## src/rtl/ats_pkg.sv

```systemverilog
// Shared ATS definitions: default timestamp width, eligibility-gate FSM
// states and a saturating-increment helper used by the ATS statistics counters.
package ats_pkg;

    localparam int unsigned TIMESTAMP_WIDTH = 72;
    localparam int unsigned SAT_INC_WIDTH   = 64;

    typedef enum logic [1:0] {
        EMPTY = 2'd0,
        WAIT  = 2'd1,
        VALID = 2'd2
    } gate_state_t;

    // Increment a counter of 'width' bits (<= 64), sticking at all-ones.
    function automatic logic [SAT_INC_WIDTH-1:0] sat_inc(
        input logic [SAT_INC_WIDTH-1:0] value,
        input int unsigned              width
    );
        logic [SAT_INC_WIDTH-1:0] max_v;
        max_v = (width >= SAT_INC_WIDTH) ? '1
                                         : ((SAT_INC_WIDTH'(1) << width) - SAT_INC_WIDTH'(1));
        return (value >= max_v) ? max_v : value + SAT_INC_WIDTH'(1);
    endfunction

endpackage

```

## src/rtl/ats_eligibility_gate_if.sv

```systemverilog
// AXI-Stream style valid/ready channel carrying one timestamp.
//   tdata  : timestamp in ps
//   tvalid : source has data
//   tready : sink can accept
interface ats_eligibility_gate_if #(
    parameter int unsigned WIDTH = ats_pkg::TIMESTAMP_WIDTH
) ();

    logic [WIDTH-1:0] tdata;
    logic             tvalid;
    logic             tready;

    modport master (output tdata, output tvalid, input  tready);
    modport slave  (input  tdata, input  tvalid, output tready);

endinterface

```

## src/rtl/ats_timestamp_fifo.sv

```systemverilog
// Synchronous timestamp FIFO with simultaneous push/pop and registered flags.
//   clk, rstn       : clock, synchronous active-low reset
//   i_push, i_data  : write request and data (ignored when full)
//   i_pop           : read request (ignored when empty)
//   o_data_c        : head-of-FIFO data (combinational read of storage)
//   o_full, o_empty : registered occupancy flags
//   o_full_next_c   : flag value the FIFO will hold after this edge
module ats_timestamp_fifo #(
    parameter int unsigned WIDTH = 72,
    parameter int unsigned DEPTH = 16
) (
    input  logic             clk,
    input  logic             rstn,
    input  logic             i_push,
    input  logic [WIDTH-1:0] i_data,
    input  logic             i_pop,
    output logic [WIDTH-1:0] o_data_c,
    output logic             o_full,
    output logic             o_empty,
    output logic             o_full_next_c
);

    localparam int unsigned AW = $clog2(DEPTH);
    localparam int unsigned CW = AW + 1;

    logic [WIDTH-1:0] r_mem [DEPTH];
    logic [AW-1:0]    r_wr_ptr;
    logic [AW-1:0]    r_rd_ptr;
    logic [CW-1:0]    r_count;
    logic             r_full;
    logic             r_empty;

    logic             w_push;
    logic             w_pop;
    logic [CW-1:0]    w_count_next;

    assign w_push       = i_push & ~r_full;
    assign w_pop        = i_pop & ~r_empty;
    assign w_count_next = r_count + CW'(w_push) - CW'(w_pop);

    // Pointer, occupancy and flag registers
    always_ff @(posedge clk) begin
        if (!rstn) begin
            r_wr_ptr <= '0;
            r_rd_ptr <= '0;
            r_count  <= '0;
            r_full   <= 1'b0;
            r_empty  <= 1'b1;
        end else begin
            if (w_push) r_wr_ptr <= r_wr_ptr + AW'(1);
            if (w_pop)  r_rd_ptr <= r_rd_ptr + AW'(1);
            r_count <= w_count_next;
            r_full  <= (w_count_next == CW'(DEPTH));
            r_empty <= (w_count_next == '0);
        end
    end

    // Storage needs no reset: only slots behind the write pointer are read
    always_ff @(posedge clk) begin
        if (w_push) r_mem[r_wr_ptr] <= i_data;
    end

    assign o_data_c      = r_mem[r_rd_ptr];
    assign o_full        = r_full;
    assign o_empty       = r_empty;
    assign o_full_next_c = (w_count_next == CW'(DEPTH));

endmodule

```

## src/rtl/ats_eligibility_gate.sv

```systemverilog
// ATS eligibility gate: queues eligibility timestamps, drops those further in
// the future than max_residence_time, and releases the rest in arrival order
// once current_time reaches them.
//   clk, rstn                     : clock, synchronous active-low reset
//   current_time                  : free-running switch time (ps)
//   max_residence_time            : discard threshold (ps), quasi-static
//   s_axis_eligibility_timestamp  : ingress timestamp stream (slave)
//   m_axis_release                : released timestamp stream (master)
//   drop_pulse                    : one-cycle pulse per discarded entry
//   release_count, drop_count     : saturating statistics counters
module ats_eligibility_gate #(
    parameter int unsigned TIMESTAMP_WIDTH = ats_pkg::TIMESTAMP_WIDTH,
    parameter int unsigned FIFO_DEPTH      = 16,
    parameter int unsigned COUNTER_WIDTH   = 32
) (
    input  logic                        clk,
    input  logic                        rstn,
    input  logic [TIMESTAMP_WIDTH-1:0]  current_time,
    input  logic [TIMESTAMP_WIDTH-1:0]  max_residence_time,
    ats_eligibility_gate_if.slave       s_axis_eligibility_timestamp,
    ats_eligibility_gate_if.master      m_axis_release,
    output logic                        drop_pulse,
    output logic [COUNTER_WIDTH-1:0]    release_count,
    output logic [COUNTER_WIDTH-1:0]    drop_count
);

    import ats_pkg::*;

    gate_state_t                r_state;
    gate_state_t                w_state_next;
    logic [TIMESTAMP_WIDTH-1:0] r_head;
    logic                       r_m_tvalid;
    logic                       r_s_tready;
    logic                       r_drop_pulse;
    logic [COUNTER_WIDTH-1:0]   r_release_count;
    logic [COUNTER_WIDTH-1:0]   r_drop_count;

    logic [TIMESTAMP_WIDTH-1:0] w_in_data;
    logic [TIMESTAMP_WIDTH-1:0] w_ahead;
    logic                       w_accept;
    logic                       w_drop_cond;
    logic                       w_drop;
    logic                       w_push;
    logic                       w_pop;
    logic                       w_release;
    logic [TIMESTAMP_WIDTH-1:0] w_fifo_data;
    logic                       w_fifo_full;
    logic                       w_fifo_empty;
    logic                       w_fifo_full_next;

    // Ingress: the full check is redundant with tready but keeps the FIFO safe
    assign w_in_data   = s_axis_eligibility_timestamp.tdata;
    assign w_accept    = s_axis_eligibility_timestamp.tvalid & r_s_tready & ~w_fifo_full;
    assign w_ahead     = w_in_data - current_time;
    assign w_drop_cond = (w_in_data > current_time) && (w_ahead > max_residence_time);
    assign w_drop      = w_accept & w_drop_cond;
    assign w_push      = w_accept & ~w_drop_cond;

    ats_timestamp_fifo #(
        .WIDTH (TIMESTAMP_WIDTH),
        .DEPTH (FIFO_DEPTH)
    ) u_fifo (
        .clk           (clk),
        .rstn          (rstn),
        .i_push        (w_push),
        .i_data        (w_in_data),
        .i_pop         (w_pop),
        .o_data_c      (w_fifo_data),
        .o_full        (w_fifo_full),
        .o_empty       (w_fifo_empty),
        .o_full_next_c (w_fifo_full_next)
    );

    // Head FSM state register
    always_ff @(posedge clk) begin
        if (!rstn) r_state <= EMPTY;
        else       r_state <= w_state_next;
    end

    // Head FSM next state; a pop always reloads the head register
    always_comb begin
        w_state_next = r_state;
        w_pop        = 1'b0;
        w_release    = 1'b0;
        unique case (r_state)
            EMPTY: begin
                if (!w_fifo_empty) begin
                    w_pop        = 1'b1;
                    w_state_next = WAIT;
                end
            end
            WAIT: begin
                if (r_head <= current_time) w_state_next = VALID;
            end
            VALID: begin
                if (m_axis_release.tready) begin
                    w_release = 1'b1;
                    if (!w_fifo_empty) begin
                        w_pop        = 1'b1;
                        w_state_next = WAIT;
                    end else begin
                        w_state_next = EMPTY;
                    end
                end
            end
            default: w_state_next = EMPTY;
        endcase
    end

    // Head register, registered handshake outputs and statistics
    always_ff @(posedge clk) begin
        if (!rstn) begin
            r_head          <= '0;
            r_m_tvalid      <= 1'b0;
            r_s_tready      <= 1'b0;
            r_drop_pulse    <= 1'b0;
            r_release_count <= '0;
            r_drop_count    <= '0;
        end else begin
            if (w_pop) r_head <= w_fifo_data;
            r_m_tvalid   <= (w_state_next == VALID);
            r_s_tready   <= ~w_fifo_full_next;
            r_drop_pulse <= w_drop;
            if (w_release)
                r_release_count <= COUNTER_WIDTH'(sat_inc(SAT_INC_WIDTH'(r_release_count), COUNTER_WIDTH));
            if (w_drop)
                r_drop_count <= COUNTER_WIDTH'(sat_inc(SAT_INC_WIDTH'(r_drop_count), COUNTER_WIDTH));
        end
    end

    assign s_axis_eligibility_timestamp.tready = r_s_tready;
    assign m_axis_release.tvalid               = r_m_tvalid;
    assign m_axis_release.tdata                = r_head;
    assign drop_pulse                          = r_drop_pulse;
    assign release_count                       = r_release_count;
    assign drop_count                          = r_drop_count;

endmodule

```

## src/flat_wrapper.sv

```systemverilog
// flat-port wrapper written by rule: the top's interface ports become plain ports
module ats_eligibility_gate_flat import ats_pkg::*;
#(
    parameter int unsigned TIMESTAMP_WIDTH = ats_pkg::TIMESTAMP_WIDTH,
    parameter int unsigned FIFO_DEPTH      = 16,
    parameter int unsigned COUNTER_WIDTH   = 32
)
  (clk, rstn, current_time, max_residence_time, drop_pulse, release_count, drop_count, s_axis_eligibility_timestamp_tdata, s_axis_eligibility_timestamp_tvalid, s_axis_eligibility_timestamp_tready, m_axis_release_tdata, m_axis_release_tvalid, m_axis_release_tready);
  ats_eligibility_gate_if #(.WIDTH((72))) s_axis_eligibility_timestamp_i ();
  ats_eligibility_gate_if #(.WIDTH((72))) m_axis_release_i ();
  input  logic clk;
  input  logic rstn;
  input  logic [TIMESTAMP_WIDTH-1:0] current_time;
  input  logic [TIMESTAMP_WIDTH-1:0] max_residence_time;
  output logic drop_pulse;
  output logic [COUNTER_WIDTH-1:0] release_count;
  output logic [COUNTER_WIDTH-1:0] drop_count;
  input wire logic [$bits(s_axis_eligibility_timestamp_i.tdata)-1:0] s_axis_eligibility_timestamp_tdata;
  input wire logic [$bits(s_axis_eligibility_timestamp_i.tvalid)-1:0] s_axis_eligibility_timestamp_tvalid;
  output wire logic [$bits(s_axis_eligibility_timestamp_i.tready)-1:0] s_axis_eligibility_timestamp_tready;
  output wire logic [$bits(m_axis_release_i.tdata)-1:0] m_axis_release_tdata;
  output wire logic [$bits(m_axis_release_i.tvalid)-1:0] m_axis_release_tvalid;
  input wire logic [$bits(m_axis_release_i.tready)-1:0] m_axis_release_tready;
  assign s_axis_eligibility_timestamp_i.tdata = s_axis_eligibility_timestamp_tdata;
  assign s_axis_eligibility_timestamp_i.tvalid = s_axis_eligibility_timestamp_tvalid;
  assign s_axis_eligibility_timestamp_tready = s_axis_eligibility_timestamp_i.tready;
  assign m_axis_release_tdata = m_axis_release_i.tdata;
  assign m_axis_release_tvalid = m_axis_release_i.tvalid;
  assign m_axis_release_i.tready = m_axis_release_tready;
  ats_eligibility_gate #(.TIMESTAMP_WIDTH(TIMESTAMP_WIDTH), .FIFO_DEPTH(FIFO_DEPTH), .COUNTER_WIDTH(COUNTER_WIDTH)) u_core (.clk(clk), .rstn(rstn), .current_time(current_time), .max_residence_time(max_residence_time), .s_axis_eligibility_timestamp(s_axis_eligibility_timestamp_i), .m_axis_release(m_axis_release_i), .drop_pulse(drop_pulse), .release_count(release_count), .drop_count(drop_count));
endmodule
```

## config.mk

```make
export PLATFORM = sky130hd
export DESIGN_NAME = ats_eligibility_gate_flat
export DESIGN_NICKNAME = d
export VERILOG_FILES = /design/src/rtl/ats_pkg.sv /design/src/rtl/ats_eligibility_gate_if.sv /design/src/rtl/ats_timestamp_fifo.sv /design/src/rtl/ats_eligibility_gate.sv /design/src/flat_wrapper.sv
export SDC_FILE = /design/constraint.sdc
export NUM_CORES = 2
export LEC_CHECK = 0
export BUFFER_PORTS_ARGS = -buffer_cell sky130_fd_sc_hd__buf_2
export CORE_AREA = 2 2 483 341
export CTS_CLUSTER_DIAMETER = 150
export DETAILED_ROUTE_END_ITERATION = 10
export DIE_AREA = 0 0 485 343
export SYNTH_ARGS = -nofsm -noshare
export SYNTH_HDL_FRONTEND = slang
export SYNTH_SLANG_ARGS = --single-unit
```

## constraint.sdc

```tcl
create_clock -name clk -period 16.5 [get_ports clk]
set_clock_uncertainty 0.05 [all_clocks]
set_input_delay 3.3 -clock clk [delete_from_list [all_inputs] [get_ports clk]]
set_output_delay 3.3 -clock clk [all_outputs]
set_load 0.005 [all_outputs]
```

==> results_dict.tcl <==
set metrics [dict create \
    area_growth_pct 14.60 \
    die_h_um 343 \
    hold_buffers 0 \
    stdcell_count 6223 \
    dp_hpwl_um 113900 \
    cts_tree "done" \
    p_sw_frac 0.2836 \
    synth_area_leaders "edfxtp_1 60%, mux4_2 14%, dfxtp_1 5.4%" \
    cp-start-kind "input port" \
    rsz0062_at_grt "false" \
    worst_pin_slew_ns 1.167 \
    grt.busiest_layer "met2" \
    min_period_over_period 0.7520 \
    switchingPower_mw 2.465 \
    worst_path_most_repeated_cell "inv_1" \
    p_leak_nw 23.24 \
    path_clk_slew_ns 0.06 \
    nNetsFinal 4410 \
    fmax_mhz 80.59 \
    setup_viol 0 \
    p_per_area_nw_per_um2 131.0 \
    design_area_um2 66380 \
    die_x_um 485 \
    hold_viol_final 0 \
    cts.sinks 1308 \
    syn_avg_cell_area_um2 16.12 \
    cts_root_buffer "clkbuf_16" \
    cts_max_level 4 \
    crit_slowest_cell "nor4_1" \
    synth_top_area_frac 0.5973 \
    wl_um 171100 \
    place_area_um2 62200 \
    track_usage 0.2023 \
    first_global_vias 33150 \
    timing.slew.headroom 0.2219 \
    grt_max_degree 115 \
    dp.cells 5968 \
    drc 0 \
    initial_core_util 0.3572 \
    ant_nets 0 \
    pin_count 359 \
    grt_pass1_wl_um 242800 \
    cp.arrival_ns 13.05 \
    syn_nets 4042 \
    cts_resized 0 \
    synth_flop_cell "edfxtp_1" \
    worst_ep_required_time_ns 17.14 \
    clkLatencyLatePin_ns 0.77 \
    fin_crit_ns 12.41 \
    ys_warn_count 0 \
    gr-usage-met1 0.2871 \
    antenna_found_initial 37 \
    grt_overflow_total 0 \
    synthCells 3592 \
    synth-edff-count 1152 \
    ir_worst_vdd_mv 0.1049 \
    critical_path.max_fanout 17 \
    drv_slew 0 \
    share_seq_of_total_power 0.441 \
    critPathCaptureType "flip-flop" \
    met2_usage 0.3109 \
    synth.yosys.seq_area_share 0.6512 \
    ys_async_sr_fraction 0 \
    worstSetupPathType "in -> reg" \
    wl_per_cell_um 27.50 \
    clockPowerShare 0.338 \
    fin_tns_setup_ns 0 \
    io_buffers 358 \
    core_um2 162100 \
    grt_util_met3 0.03555 \
    hold_ws_ns 0.4313 \
    synth_top_cell_by_area "edfxtp_1" \
    synth.distinct_cells 71 \
    holdCritPathClass "reg -> reg" \
    dr.pass1.iters 7 \
    cts_buffers 132 \
    dr.first_iter.drc_count 3499 \
    postCtsSetupBuffers 0 \
    synth.cell_area_um2 57920 \
    power_mw 8.693 \
    cp_slowest_stage_delay_ns 0.76 \
    via_per_inst 5.513 \
    power_frac_comb 0.221 \
    rows 124 \
    cap_viol_max_count 0 \
    place_congestion 0.9099 \
    status "completed" \
    clock_path_buffers 3 \
    num_vias 34310 \
    drive_gt1_frac 0.2437 \
    fp.dieArea_um2 166400 \
    p_int_mw 6.227 \
    ys_seq_elements 1308 \
]
==> cells by family (layout without fill, tap and decap cells) <==
group | Yosys count | in the layout | share of synthesized area
AO/OA/AOI/OAI | 563 | 563 | 0.06144
flip-flops | 1308 | 1308 | 0.6512
other | 0 | 19 | 0
multiplexers | 374 | 374 | 0.1425
adder cells (fa/ha/maj) | 230 | 230 | 0.04994
AND/OR/NAND/NOR | 656 | 656 | 0.05550
buffers and inverters | 353 | 823 | 0.02311
XOR/XNOR | 108 | 108 | 0.01633
==> power groups by stage <==
stage	logic, mW	clock network, mW	registers [mW]
after floorplan	1.32	0	3.84
after global placement	1.92	0	3.91
after detailed placement	1.93	0	3.91
after CTS	1.94	2.99	3.84
after global routing	2.07	3.11	3.85
final	1.92	2.94	3.84
==> cells in the mapped netlist (all sizes together) (71+ instances only) <==
master  number
inv        188
o21ai       71
edfxtp    1152
mux4       360
dfxtp      156
ha         228
a21oi      241
nand2      252
clkbuf     135
nor2        88
xnor2       71
a21o       110
==> cell usage in the layout (no fill, tap or decap), drive strengths merged, types with 6 or more instances in the layout <==
cell type / netlist / final
a211oi: 23 / 23
or2: 6 / 6
o21a: 9 / 9
nor3: 36 / 36
nand2b: 14 / 14
o21bai: 24 / 24
o31ai: 6 / 6
nor2: 88 / 88
nor4: 14 / 14
and3: 44 / 44
buf: 28 / 397
xor2: 37 / 37
nor2b: 18 / 18
and4: 8 / 8
ha: 228 / 228
dfxtp: 156 / 156
a21o: 110 / 110
and2: 16 / 16
clkbuf: 135 / 161
bufinv: 0 / 7
o21ai: 71 / 71
or3: 14 / 14
a31oi: 15 / 15
nand3: 57 / 57
diode: 0 / 19
a2111oi: 6 / 6
mux4: 360 / 360
nand2: 252 / 252
xnor2: 71 / 71
mux2i: 9 / 9
inv: 188 / 200
nand4: 67 / 67
clkinv: 2 / 56
o211ai: 11 / 11
a21oi: 241 / 241
edfxtp: 1152 / 1152
nand3b: 6 / 6
==> critical path: cells and delay by family <==
kind | cells | cell delay (ns)
buffers and inverters | 6 | 0.64
adders and majority gates | 6 | 1.55
AOI/OAI and AO/OA | 12 | 3.75
and+or+nand+nor | 8 | 3.60
xor gates and xnor gates | 1 | 0.16
==> per-stage QoR <==
step | setup slack (ns) | util
floorplan | 3.465 | -
global placement | 3.566 | 0.3836
detailed placement | 3.473 | 0.3836
CTS | 4.264 | 0.4091
global route | 3.673 | 0.4093
finish | 4.092 | 0.4094
==> routing by layer <==
layer | wire (µm) | part of all wire | up-vias
met2 | 77980 | 0.46 | 1273
met1 | 75290 | 0.44 | 17770
met3 | 11530 | 0.067 | 278
met5 | 69 | 0.00040 | -
li1 | - | - | 14970
met4 | 6238 | 0.036 | 12
==> layout make-up <==
type,count,area (µm²)
Fill cell,14570,95750
Sequential cell,1308,37730
Multi-Input combinational cell,1931,18970
Clock buffer,161,3507
Tap cell,2142,2680
Timing Repair Buffer,397,2097
Inverter,190,719.4
Clock inverter,75,625.6
Antenna cell,19,47.55
==> sequential cells by signal (all words and copies together), names as in the netlist <==
signal / flops
u_core.u_fifo.o_empty: 1
u_core.m_axis_release.tvalid: 1
u_core.u_fifo.o_full: 1
u_core.release_count: 32
u_core.drop_count: 32
u_core.r_state: 2
u_core.s_axis_eligibility_timestamp.tready: 1
u_core.drop_pulse: 1
u_core.u_fifo.r_wr_ptr: 4
u_core.u_fifo.r_mem: 1152
u_core.u_fifo.r_count: 5
u_core.m_axis_release.tdata: 72
u_core.u_fifo.r_rd_ptr: 4
==> worst paths after layout <==
path | from | end | slack [ns] | depth (start not counted)
min reg2reg | u_core.m_axis_release.tdata[37] | u_core.m_axis_release.tdata[37] | 0.43 | 2
max reg2reg | u_core.m_axis_release.tdata[69] | u_core.r_state[0] | 10.97 | 10
max | s_axis_eligibility_timestamp_tdata[0] | u_core.u_fifo.o_empty | 4.09 | 33
min | u_core.m_axis_release.tdata[37] | u_core.m_axis_release.tdata[37] | 0.43 | 2
No activity file was read; power rests on OpenSTA's default activity.
